===== config.mk =====
export PLATFORM = sky130hd
export DESIGN_NAME = sum_capture_fifo
export DESIGN_NICKNAME = d
export VERILOG_FILES = /design/src/rtl/sum_capture_fifo.sv
export SDC_FILE = /design/constraint.sdc
export NUM_CORES = 1
export LEC_CHECK = 0
export ABC_AREA = 1
export CAP_MARGIN = 0
export CORE_UTILIZATION = 50
export CTS_CLUSTER_SIZE = 16
export DETAILED_ROUTE_END_ITERATION = 8
export PLACE_DENSITY = 0.83
export SYNTH_ARGS = -nofsm -noshare
export SYNTH_HDL_FRONTEND = slang
export SYNTH_SLANG_ARGS = --single-unit
export TNS_END_PERCENT = 30

===== constraint.sdc =====
create_clock -name clk -period 3.5 [get_ports clk]
set_input_delay 1.05 -clock clk [delete_from_list [all_inputs] [get_ports clk]]
set_output_delay 1.05 -clock clk [all_outputs]
set_load 0.03 [all_outputs]

===== src/rtl/sum_capture_fifo.sv =====
// Result-capture FIFO behind the ripple-carry adder: stores {co, s} words with a valid/ready handshake.
// Optional output-toggle accounting is enabled by defining SUM_CAPTURE_TOGGLE_CNT_EN.
module sum_capture_fifo #(
  parameter int unsigned WIDTH = 8,
  parameter int unsigned DEPTH = 4,
  parameter int unsigned TCW   = 16
) (
  input  logic                       clk,
  input  logic                       reset_L,
  input  logic                       in_valid,
  input  logic [WIDTH-1:0]           in_s,
  input  logic                       in_co,
  output logic                       in_ready,
  output logic                       out_valid,
  output logic [WIDTH:0]             out_data,
  input  logic                       out_ready,
  output logic [$clog2(DEPTH):0]     count,
  output logic [TCW-1:0]             toggle_cnt
);

  localparam int unsigned AW = $clog2(DEPTH);
  localparam int unsigned CW = AW + 1;
  localparam int unsigned DW = WIDTH + 1;

  logic [AW-1:0] wr_ptr_q, wr_ptr_d;
  logic [AW-1:0] rd_ptr_q, rd_ptr_d;
  logic [CW-1:0] count_q, count_d;
  logic [DW-1:0] mem_q [DEPTH];
  logic [DW-1:0] mem_d [DEPTH];
  logic [DW-1:0] out_data_q, out_data_d;
  logic [DW-1:0] in_word;
  logic          push, pop;

  assign in_word   = {in_co, in_s};
  assign in_ready  = (count_q != CW'(DEPTH));
  assign out_valid = (count_q != '0);
  assign push      = in_valid && in_ready;
  assign pop       = out_valid && out_ready;
  assign count     = count_q;
  assign out_data  = out_data_q;

  always_comb begin
    wr_ptr_d   = wr_ptr_q;
    rd_ptr_d   = rd_ptr_q;
    count_d    = count_q;
    mem_d      = mem_q;
    out_data_d = out_data_q;

    if (push) begin
      mem_d[wr_ptr_q] = in_word;
      wr_ptr_d        = wr_ptr_q + AW'(1);
    end
    if (pop) begin
      rd_ptr_d = rd_ptr_q + AW'(1);
    end

    case ({push, pop})
      2'b10:   count_d = count_q + CW'(1);
      2'b01:   count_d = count_q - CW'(1);
      default: count_d = count_q;
    endcase

    // out_data is a register so it can keep the last popped word once empty;
    // when the next head is the slot being written this cycle, take the incoming word.
    if (count_d != '0) begin
      if (push && (wr_ptr_q == rd_ptr_d)) begin
        out_data_d = in_word;
      end else begin
        out_data_d = mem_q[rd_ptr_d];
      end
    end
  end

  always_ff @(posedge clk) begin
    mem_q <= mem_d;
    if (!reset_L) begin
      wr_ptr_q   <= '0;
      rd_ptr_q   <= '0;
      count_q    <= '0;
      out_data_q <= '0;
    end else begin
      wr_ptr_q   <= wr_ptr_d;
      rd_ptr_q   <= rd_ptr_d;
      count_q    <= count_d;
      out_data_q <= out_data_d;
    end
  end

`ifdef SUM_CAPTURE_TOGGLE_CNT_EN
  localparam int unsigned SW = TCW + $clog2(DW + 1);

  logic [DW-1:0]  last_word_q, last_word_d;
  logic [TCW-1:0] toggle_cnt_q, toggle_cnt_d;
  logic [DW-1:0]  diff;
  logic [SW-1:0]  pc, sum;

  assign diff       = in_word ^ last_word_q;
  assign toggle_cnt = toggle_cnt_q;

  always_comb begin
    last_word_d  = last_word_q;
    toggle_cnt_d = toggle_cnt_q;
    pc           = '0;
    for (int unsigned i = 0; i < DW; i++) begin
      pc = pc + SW'(diff[i]);
    end
    sum = SW'(toggle_cnt_q) + pc;
    if (push) begin
      last_word_d  = in_word;
      toggle_cnt_d = (sum > SW'({TCW{1'b1}})) ? '1 : sum[TCW-1:0];
    end
  end

  always_ff @(posedge clk) begin
    if (!reset_L) begin
      last_word_q  <= '0;
      toggle_cnt_q <= '0;
    end else begin
      last_word_q  <= last_word_d;
      toggle_cnt_q <= toggle_cnt_d;
    end
  end
`else
  assign toggle_cnt = '0;
`endif

endmodule


==> flow_summary.json, run 1 <==
{
  "status": "finished, final reports clean",
  "hpwl_um": 3640,
  "drt_iter0_markers": 154,
  "hold_path_class": "reg2reg",
  "gr-total-overflow": 0,
  "setup_tns_ps": 0,
  "core-area_mm2": 0.00524,
  "avgSynthCellArea_um2": 9.31,
  "finClkSkew_ps": 5.13,
  "nets": 346,
  "clkTransAtPathRegs_ps": 80,
  "seqCellArea_mm2": 0.00140,
  "wire_per_inst_um": 13.2,
  "grt_first_pass_wirelength_um": 8490,
  "p_leak_uw": 0.00143,
  "switching_power_uw": 1140,
  "critPathKind": "in2reg",
  "dr.pass1.iters": 4,
  "postCtsSetupBuffers": 0,
  "synth-xor-area-share_pct": 0.631,
  "clockRootBuffer": "clkbuf_8",
  "synth_area_leaders": "edfxtp_1 (39%), dfxtp_1 (12%), inv_1 (7.4%)",
  "intPower_uw": 1440,
  "netlist.area_leader.share_pct": 39.0,
  "postSynthCellCount": 298,
  "period_share_pct": 91.1,
  "vias_per_cell": 4.99,
  "insertedDiodeCount": 0,
  "synthSimpleGateAreaFrac_pct": 29.2,
  "synth_top_family_by_area": "simple AND/OR/NAND/NOR gates",
  "yosys_warnings": 0,
  "ctsResizeCount": 0,
  "hold_slack_ps": 595,
  "worst-path-max-fanout": 18,
  "clock_power_share_pct": 15.3,
  "pin_count": 43,
  "finalHoldViolCount": 0,
  "start_kind": "input port",
  "pwr-share-comb_pct": 52.2,
  "synth_compound_area_share_pct": 1.49,
  "vias": 1986,
  "drc": 0,
  "clockBufferDepth": 2,
  "wl_um": 5260,
  "synth.largest_area_cell": "edfxtp_1",
  "nFillCells": 429,
  "synth_area_mm2": 0.00278,
  "setup_viol": 0,
  "antenna_found_initial": 0,
  "synth-adder-area-share_pct": 2.98,
  "worstPathArrival_ps": 3400,
  "ys_seq_elements": 52,
  "cts_hold_buffers": 0,
  "htree_num_levels": 2,
  "seq_power_share_pct": 32.6,
  "finalInstanceArea_mm2": 0.00313,
  "fin_util_pct": 59.7,
  "area_growth_pct": 12.6,
  "clock.fmax_mhz": 314,
  "p_sw_share_pct": 44.2,
  "period_needed_ps": 3190,
  "rsz0062_at_grt": "false",
  "drtAntennaViolNets": 0,
  "synth_mux_area_share_pct": 0,
  "drv_cap": 0,
  "die_area_mm2": 0.00585,
  "synthFlopType": "edfxtp_1",
  "insertion_delay_ps": 300,
  "dieWidth_um": 76.5,
  "worstPathRequired_ps": 3710,
  "multi_input_area_mm2": 0.00101,
  "grt_pass1_vias": 1847,
  "cts_made_buffers": 5,
  "rows": 26,
  "vdd_drop_max_mv": 0.433,
  "place_area_mm2": 0.00302,
  "grt_max_degree": 23,
  "start_util_pct": 53.0,
  "power_density_mw_per_mm2": 826,
  "synth_common_cells": "inv_1 (55), nand2_1 (43), edfxtp_1 (36), nand3_1 (35), nor2_1 (27)",
  "drive_gt1_share_pct": 12.8,
  "synth.most_common_cell": "inv_1",
  "tritoncts": "built",
  "numClockSinks": 52,
  "place.gp.congestion": 0.784,
  "end_kind": "flop",
  "ys_seq_area_share_pct": 50.5,
  "power_uw": 2580,
  "io_buffers": 26,
  "synthArstFlopShare_pct": 0,
  "track_usage_pct": 18.9,
  "chipHeight_um": 76.5,
  "synth.distinct_cells": 27,
  "slew_violations": 0,
  "synth_edf_count": 36
}
-- stage by stage --
stage / setup slack (ps) / cells
final: 310 / 398
after global routing: 152 / 398
after CTS: 338 / 398
after detailed placement: 25.9 / 390
after global placement: 147 / 390
after floorplan: 687 / 313
-- layout make-up --
type	count	share of cell area (%)
timing repair buffer	32	9.77
inverter	56	6.81
clock inverter	2	1.12
multi-input combinational	180	32.3
clock buffer	6	2.32
tap	70	2.80
sequential	52	44.8
-- critical path, cell delays in order --
cell,delay (ps)
clkdlybuf4s50_1,530
nand2_4,70
inv_1,50
ha_1,150
inv_1,70
fa_1,390
nand2_1,90
nand3_1,80
xor2_1,140
inv_1,80
nand3_2,290
nor2_1,180
nor2_1,60
nand2_1,100
inv_1,40
-- power groups by stage --
| stage | registers [µW] | clock network (µW) | logic, µW |
|---|---|---|---|
| 2_1_floorplan | 945 | 0 | 965 |
| 3_3_place_gp | 851 | 0 | 1280 |
| 3_5_place_dp | 852 | 0 | 1330 |
| 4_1_cts | 839 | 397 | 1340 |
| 5_1_grt | 850 | 418 | 1480 |
| 6_report | 841 | 394 | 1350 |
-- logic make-up (layout without fill, tap and decap cells) --
family,after synthesis,in the layout
AOI/OAI and AO/OA,6,6
xor gates and xnor gates,2,2
adders and majority gates,6,6
buffers and inverters,81,96
DFF,52,52
other,1,16
and+or+nand+nor,150,150
-- placed cells by master, fill, tap and decap left out, types with 2 or more instances in the layout --
master | netlist | routed
buf_4 | 17 | 6
nand3_1 | 35 | 35
nand2_2 | 12 | 12
clkbuf_8 | 0 | 5
edfxtp_1 | 36 | 36
o21ai_0 | 3 | 3
nand4_1 | 9 | 9
nand3_4 | 2 | 2
ha_1 | 5 | 5
nand2_1 | 43 | 43
inv_1 | 55 | 55
clkdlybuf4s50_1 | 0 | 26
dfxtp_1 | 16 | 16
nor2_1 | 27 | 27
nand2_4 | 5 | 5
nand3_2 | 7 | 7
a21oi_1 | 2 | 2
conb_1 | 1 | 16
nand3b_1 | 9 | 9
-- layer usage --
layer  GRT usage [%]  share of wire, %
met1            22.4                40
met2            33.3                51
met3            4.19               7.6
met4            7.12               1.5
met5               0                 0
-- worst paths after layout --
kind	depth (start not counted)	startpoint	slack, ps	end
setup reg to reg	16	count[0]	990	out_data[6]
hold reg to reg	4	out_data[4]	600	out_data[4]
hold / removal	4	out_data[4]	600	out_data[4]
setup / recovery	15	out_ready	310	out_data[6]
-- sequential cells by signal (all words and copies together), names as in the netlist --
name and count:
mem_q 36, out_data 9, count 3, rd_ptr_q 2
wr_ptr_q 2
No activity file was read; power rests on OpenSTA's default activity.
==> inputs of run 2 (changes only) <==
- CORE_UTILIZATION: 50 -> 54
- PLACE_DENSITY: 0.83 -> 0.88
==> flow_summary.json, run 2 (same netlist as run 1, synthesis figures left out) <==
{
  "nets": 345,
  "pre_cts_ws_ps": 33.4,
  "area_growth_pct": 12.4,
  "core-area_mm2": 0.00485,
  "ctsResizeCount": 0,
  "r2r-end": "out_data[1]",
  "period_share_pct": 90.1,
  "crit_path_end": "out_data[1]",
  "grt_first_pass_wirelength_um": 8380,
  "rr_startpoint": "count[0]",
  "vdd_drop_max_mv": 0.627,
  "largest_reg_flops": 36,
  "vias_per_cell": 5.03,
  "worstPathRequired_ps": 3700,
  "critPathKind": "in2reg",
  "pin_count": 43,
  "seq_power_share_pct": 32.4,
  "antenna_found_initial": 0,
  "grt_pass1_vias": 1833,
  "cts_made_buffers": 5,
  "slew_violations": 0,
  "setup_tns_ps": 0,
  "place.gp.congestion": 0.888,
  "chipHeight_um": 73.7,
  "wire_per_inst_um": 12.7,
  "clockBufferDepth": 2,
  "drc": 0,
  "finClkSkew_ps": 6.41,
  "gr-total-overflow": 0,
  "mostFrequentLayoutCell": "inv_1",
  "worstPathArrival_ps": 3360,
  "cts_hold_buffers": 0,
  "p_leak_uw": 0.00143,
  "setup_ws_ps": 346,
  "layout.cells.most_common_list": "inv_1 (55), nand2_1 (43), edfxtp_1 (36)",
  "drtAntennaViolNets": 0,
  "pwr-share-comb_pct": 52.1,
  "switching_power_uw": 1140,
  "start_kind": "input port",
  "worst-path-max-fanout": 18,
  "grt_max_degree": 23,
  "drive_gt1_share_pct": 12.5,
  "drt_iter0_markers": 144,
  "r2r_cells": 16,
  "dr.pass1.iters": 5,
  "period_needed_ps": 3150,
  "min_from": "out_data[6]",
  "insertedDiodeCount": 0,
  "intPower_uw": 1430,
  "reg2reg_slack_ps": 1010,
  "clkTransAtPathRegs_ps": 80,
  "drv_cap": 0,
  "htree_num_levels": 2,
  "track_usage_pct": 20.9,
  "numClockSinks": 52,
  "tritoncts": "built",
  "hpwl_um": 3640,
  "rows": 25,
  "hold_path_class": "reg2reg",
  "largest-register": "mem_q",
  "setup_viol": 0,
  "insertion_delay_ps": 300,
  "io_buffers": 26,
  "finalHoldViolCount": 0,
  "rsz0062_at_grt": "false",
  "clock.fmax_mhz": 317,
  "clockRootBuffer": "clkbuf_8",
  "vias": 1982,
  "postCtsSetupBuffers": 0,
  "p_sw_share_pct": 44.3,
  "wl_um": 5020,
  "power_density_mw_per_mm2": 823,
  "clock_power_share_pct": 15.5,
  "critPathLaunch": "out_ready",
  "die_area_mm2": 0.00543,
  "end_kind": "flop",
  "status": "finished, final reports clean",
  "dieWidth_um": 73.7,
  "start_util_pct": 57.2
}
## run 2: power by group through the flow
stage	clock, µW	combinational (µW)	sequential (µW)
after global routing	431	1490	843
after detailed placement	0	1340	845
after floorplan	0	965	945
after global placement	0	1280	843
after CTS	408	1340	832
final	397	1340	832
## run 2: area by class of cell
type	instances	area [µm²]
repair buffers	31	298
well taps	67	83.8
flip-flops and latches	52	1400
multi-input cells	180	1010
inverters	56	213
fillers	372	1730
clock buffers	5	68.8
clock inverters	3	42.5
## run 2: routing by layer
| metal | wire [µm] | track usage [%] |
|---|---|---|
| met4 | 81 | 7.26 |
| met5 | 0 | 0 |
| met2 | 2670 | 35.3 |
| met3 | 221 | 4.94 |
| met1 | 2040 | 26.3 |
## run 2: per-stage QoR
stage / utilization (%) / hold WS, ps / instances / power [µW] / cell area, µm²
2_1_floorplan: - / 522 / 313 / 1910 / 2830
3_3_place_gp: 62.0 / 551 / 386 / 2120 / 3010
3_5_place_dp: 62.0 / 558 / 386 / 2180 / 3010
4_1_cts: 64.3 / 577 / 394 / 2580 / 3120
5_1_grt: 64.3 / 616 / 394 / 2760 / 3120
6_report: 64.3 / 570 / 394 / 2560 / 3120
## run 2: how the worst min path moves through the flow
| stage | end | slack, ps | depth (start not counted) |
|---|---|---|---|
| 5_1_grt | out_data[2] | 620 | 4 |
| 4_1_cts | out_data[6] | 580 | 4 |
| 6_report | out_data[6] | 570 | 4 |
| 3_3_place_gp | out_data[3] | 550 | 4 |
| 2_1_floorplan | wr_ptr_q[1] | 520 | 2 |
| 3_5_place_dp | out_data[6] | 560 | 4 |
## run 2: worst max-delay path, stage by stage
cell and delay (ps):
clkdlybuf4s50_1 530, nand2_4 70, inv_1 50, ha_1 150, inv_1 70, fa_1 380
nand2_1 80, nand3_1 80, xor2_1 150, inv_1 90, nand3_2 290, nor2_1 180
nor2_1 60, nand2_1 90, inv_1 40
==> inputs of run 3 (changes only) <==
- CORE_MARGIN: unset -> 3
- GPL_TIMING_DRIVEN: unset -> 0
- SETUP_SLACK_MARGIN: unset -> 0.3
==> flow_summary.json, run 3 (same netlist as run 1, synthesis figures left out) <==
{
  "hold_path_class": "reg2reg",
  "io_buffers": 26,
  "insertion_delay_ps": 310,
  "period_share_pct": 89.1,
  "power_density_mw_per_mm2": 851,
  "switching_power_uw": 1230,
  "finalHoldViolCount": 0,
  "relSlewSlack_pct": 39.3,
  "nets": 368,
  "pwr-share-comb_pct": 56.4,
  "dieWidth_um": 77.7,
  "worstPathRequired_ps": 3720,
  "clkTransAtPathRegs_ps": 90,
  "drc": 0,
  "grt_pass1_vias": 1966,
  "setup_ws_ps": 383,
  "vias_per_cell": 4.94,
  "drtAntennaViolNets": 0,
  "htree_num_levels": 2,
  "rows": 25,
  "grt_first_pass_wirelength_um": 9330,
  "seq_power_share_pct": 29.3,
  "hpwl_um": 3930,
  "cts_hold_buffers": 0,
  "vias": 2061,
  "p_sw_share_pct": 43.3,
  "largest_reg_flops": 36,
  "dr.pass1.iters": 5,
  "intPower_uw": 1610,
  "tritoncts": "built",
  "period_needed_ps": 3120,
  "largest-register": "mem_q",
  "wire_per_inst_um": 13.8,
  "clockRootBuffer": "clkbuf_8",
  "insertedDiodeCount": 0,
  "setup_viol": 0,
  "drv_cap": 0,
  "finClkSkew_ps": 8.96,
  "antenna_found_initial": 0,
  "setup_tns_ps": 0,
  "core-area_mm2": 0.00485,
  "start_kind": "input port",
  "worstPathArrival_ps": 3340,
  "clockBufferDepth": 2,
  "die_area_mm2": 0.00604,
  "start_util_pct": 57.2,
  "mostFrequentLayoutCell": "inv_1",
  "vdd_drop_max_mv": 0.528,
  "pre_cts_ws_ps": -127,
  "clock.fmax_mhz": 321,
  "gr-total-overflow": 0,
  "track_usage_pct": 20.2,
  "p_leak_uw": 0.00156,
  "grt_max_degree": 17,
  "rsz0062_at_grt": "false",
  "hold_slack_ps": 567,
  "drive_gt1_share_pct": 18.3,
  "chipHeight_um": 77.7,
  "status": "finished, final reports clean",
  "pin_count": 43,
  "cts_made_buffers": 5,
  "wl_um": 5760,
  "slew_violations": 0,
  "critPathKind": "in2reg",
  "layout.cells.most_common_list": "inv_1 (55), nand2_1 (43), edfxtp_1 (36)",
  "worst_pin_slew_ps": 907,
  "clock_power_share_pct": 14.3,
  "drt_iter0_markers": 161,
  "numClockSinks": 52,
  "worst-path-max-fanout": 10,
  "nFillCells": 340,
  "end_kind": "flop",
  "area_growth_pct": 20.5,
  "place.gp.congestion": 0.811
}
[run 3: layout make-up]
class | instances | area [µm²] | share of cell area (%)
clock buffers | 5 | 68.8 | 2.06
multi-input cells | 180 | 1020 | 30.6
repair buffers | 29 | 298 | 8.91
flip-flops and latches | 52 | 1400 | 41.9
clock inverters | 3 | 42.5 | 1.27
well taps | 67 | 83.8 | 2.51
inverters | 56 | 213 | 6.36
plain buffers | 25 | 213 | 6.36
[run 3: worst paths after layout]
check	start	cells past startpoint	end	slack [ps]
worst min-delay path	out_data[8]	4	out_data[8]	570
worst max-delay path	in_valid	15	out_data[1]	380
worst max register to register	count[1]	16	out_data[1]	960
worst min register to register	out_data[8]	4	out_data[8]	570
[run 3: worst max-delay path: stages]
cell and delay (ps):
clkdlybuf4s50_1 450, nand2_4 150, ha_1 180, inv_1 60, fa_1 380, nand2_1 90
nand3_1 100, xor2_1 160, inv_1 120, nand3_4 130, buf_6 180, nor2_1 90
nor2_1 50, nand2_1 90, inv_1 30
[run 3: timing repair]
item	4_1_cts	5_1_grt
buffers inserted	0	3
setup endpoints to repair	9	7
pin swaps	0	1
resized for setup	3	2
[run 3: power by group through the flow]
| stage | Clock [µW] | Sequential [µW] | Combinational [µW] |
|---|---|---|---|
| floorplan | 0 | 945 | 965 |
| global placement | 0 | 841 | 1430 |
| detailed placement | 0 | 845 | 1470 |
| CTS | 408 | 831 | 1500 |
| global route | 432 | 844 | 1760 |
| finish | 407 | 832 | 1600 |
[run 3: metrics by stage]
step | total power (µW) | instance area [µm²] | instances | utilization, %
final | 2840 | 3340 | 417 | 69.0
after global routing | 3030 | 3340 | 417 | 69.0
after CTS | 2740 | 3300 | 414 | 68.1
after detailed placement | 2310 | 3180 | 406 | 65.5
after global placement | 2270 | 3180 | 406 | 65.5
after floorplan | 1910 | 2830 | 313 | -
[run 3: routing by layer]
metal | track usage [%] | part of all wire [%] | up-vias
met4 | 7.65 | 2.9 | 0
met3 | 4.29 | 8.8 | 20
met2 | 35.2 | 53 | 91
met5 | 0 | 0 | -
met1 | 24.2 | 36 | 931
li1 | - | - | 1019
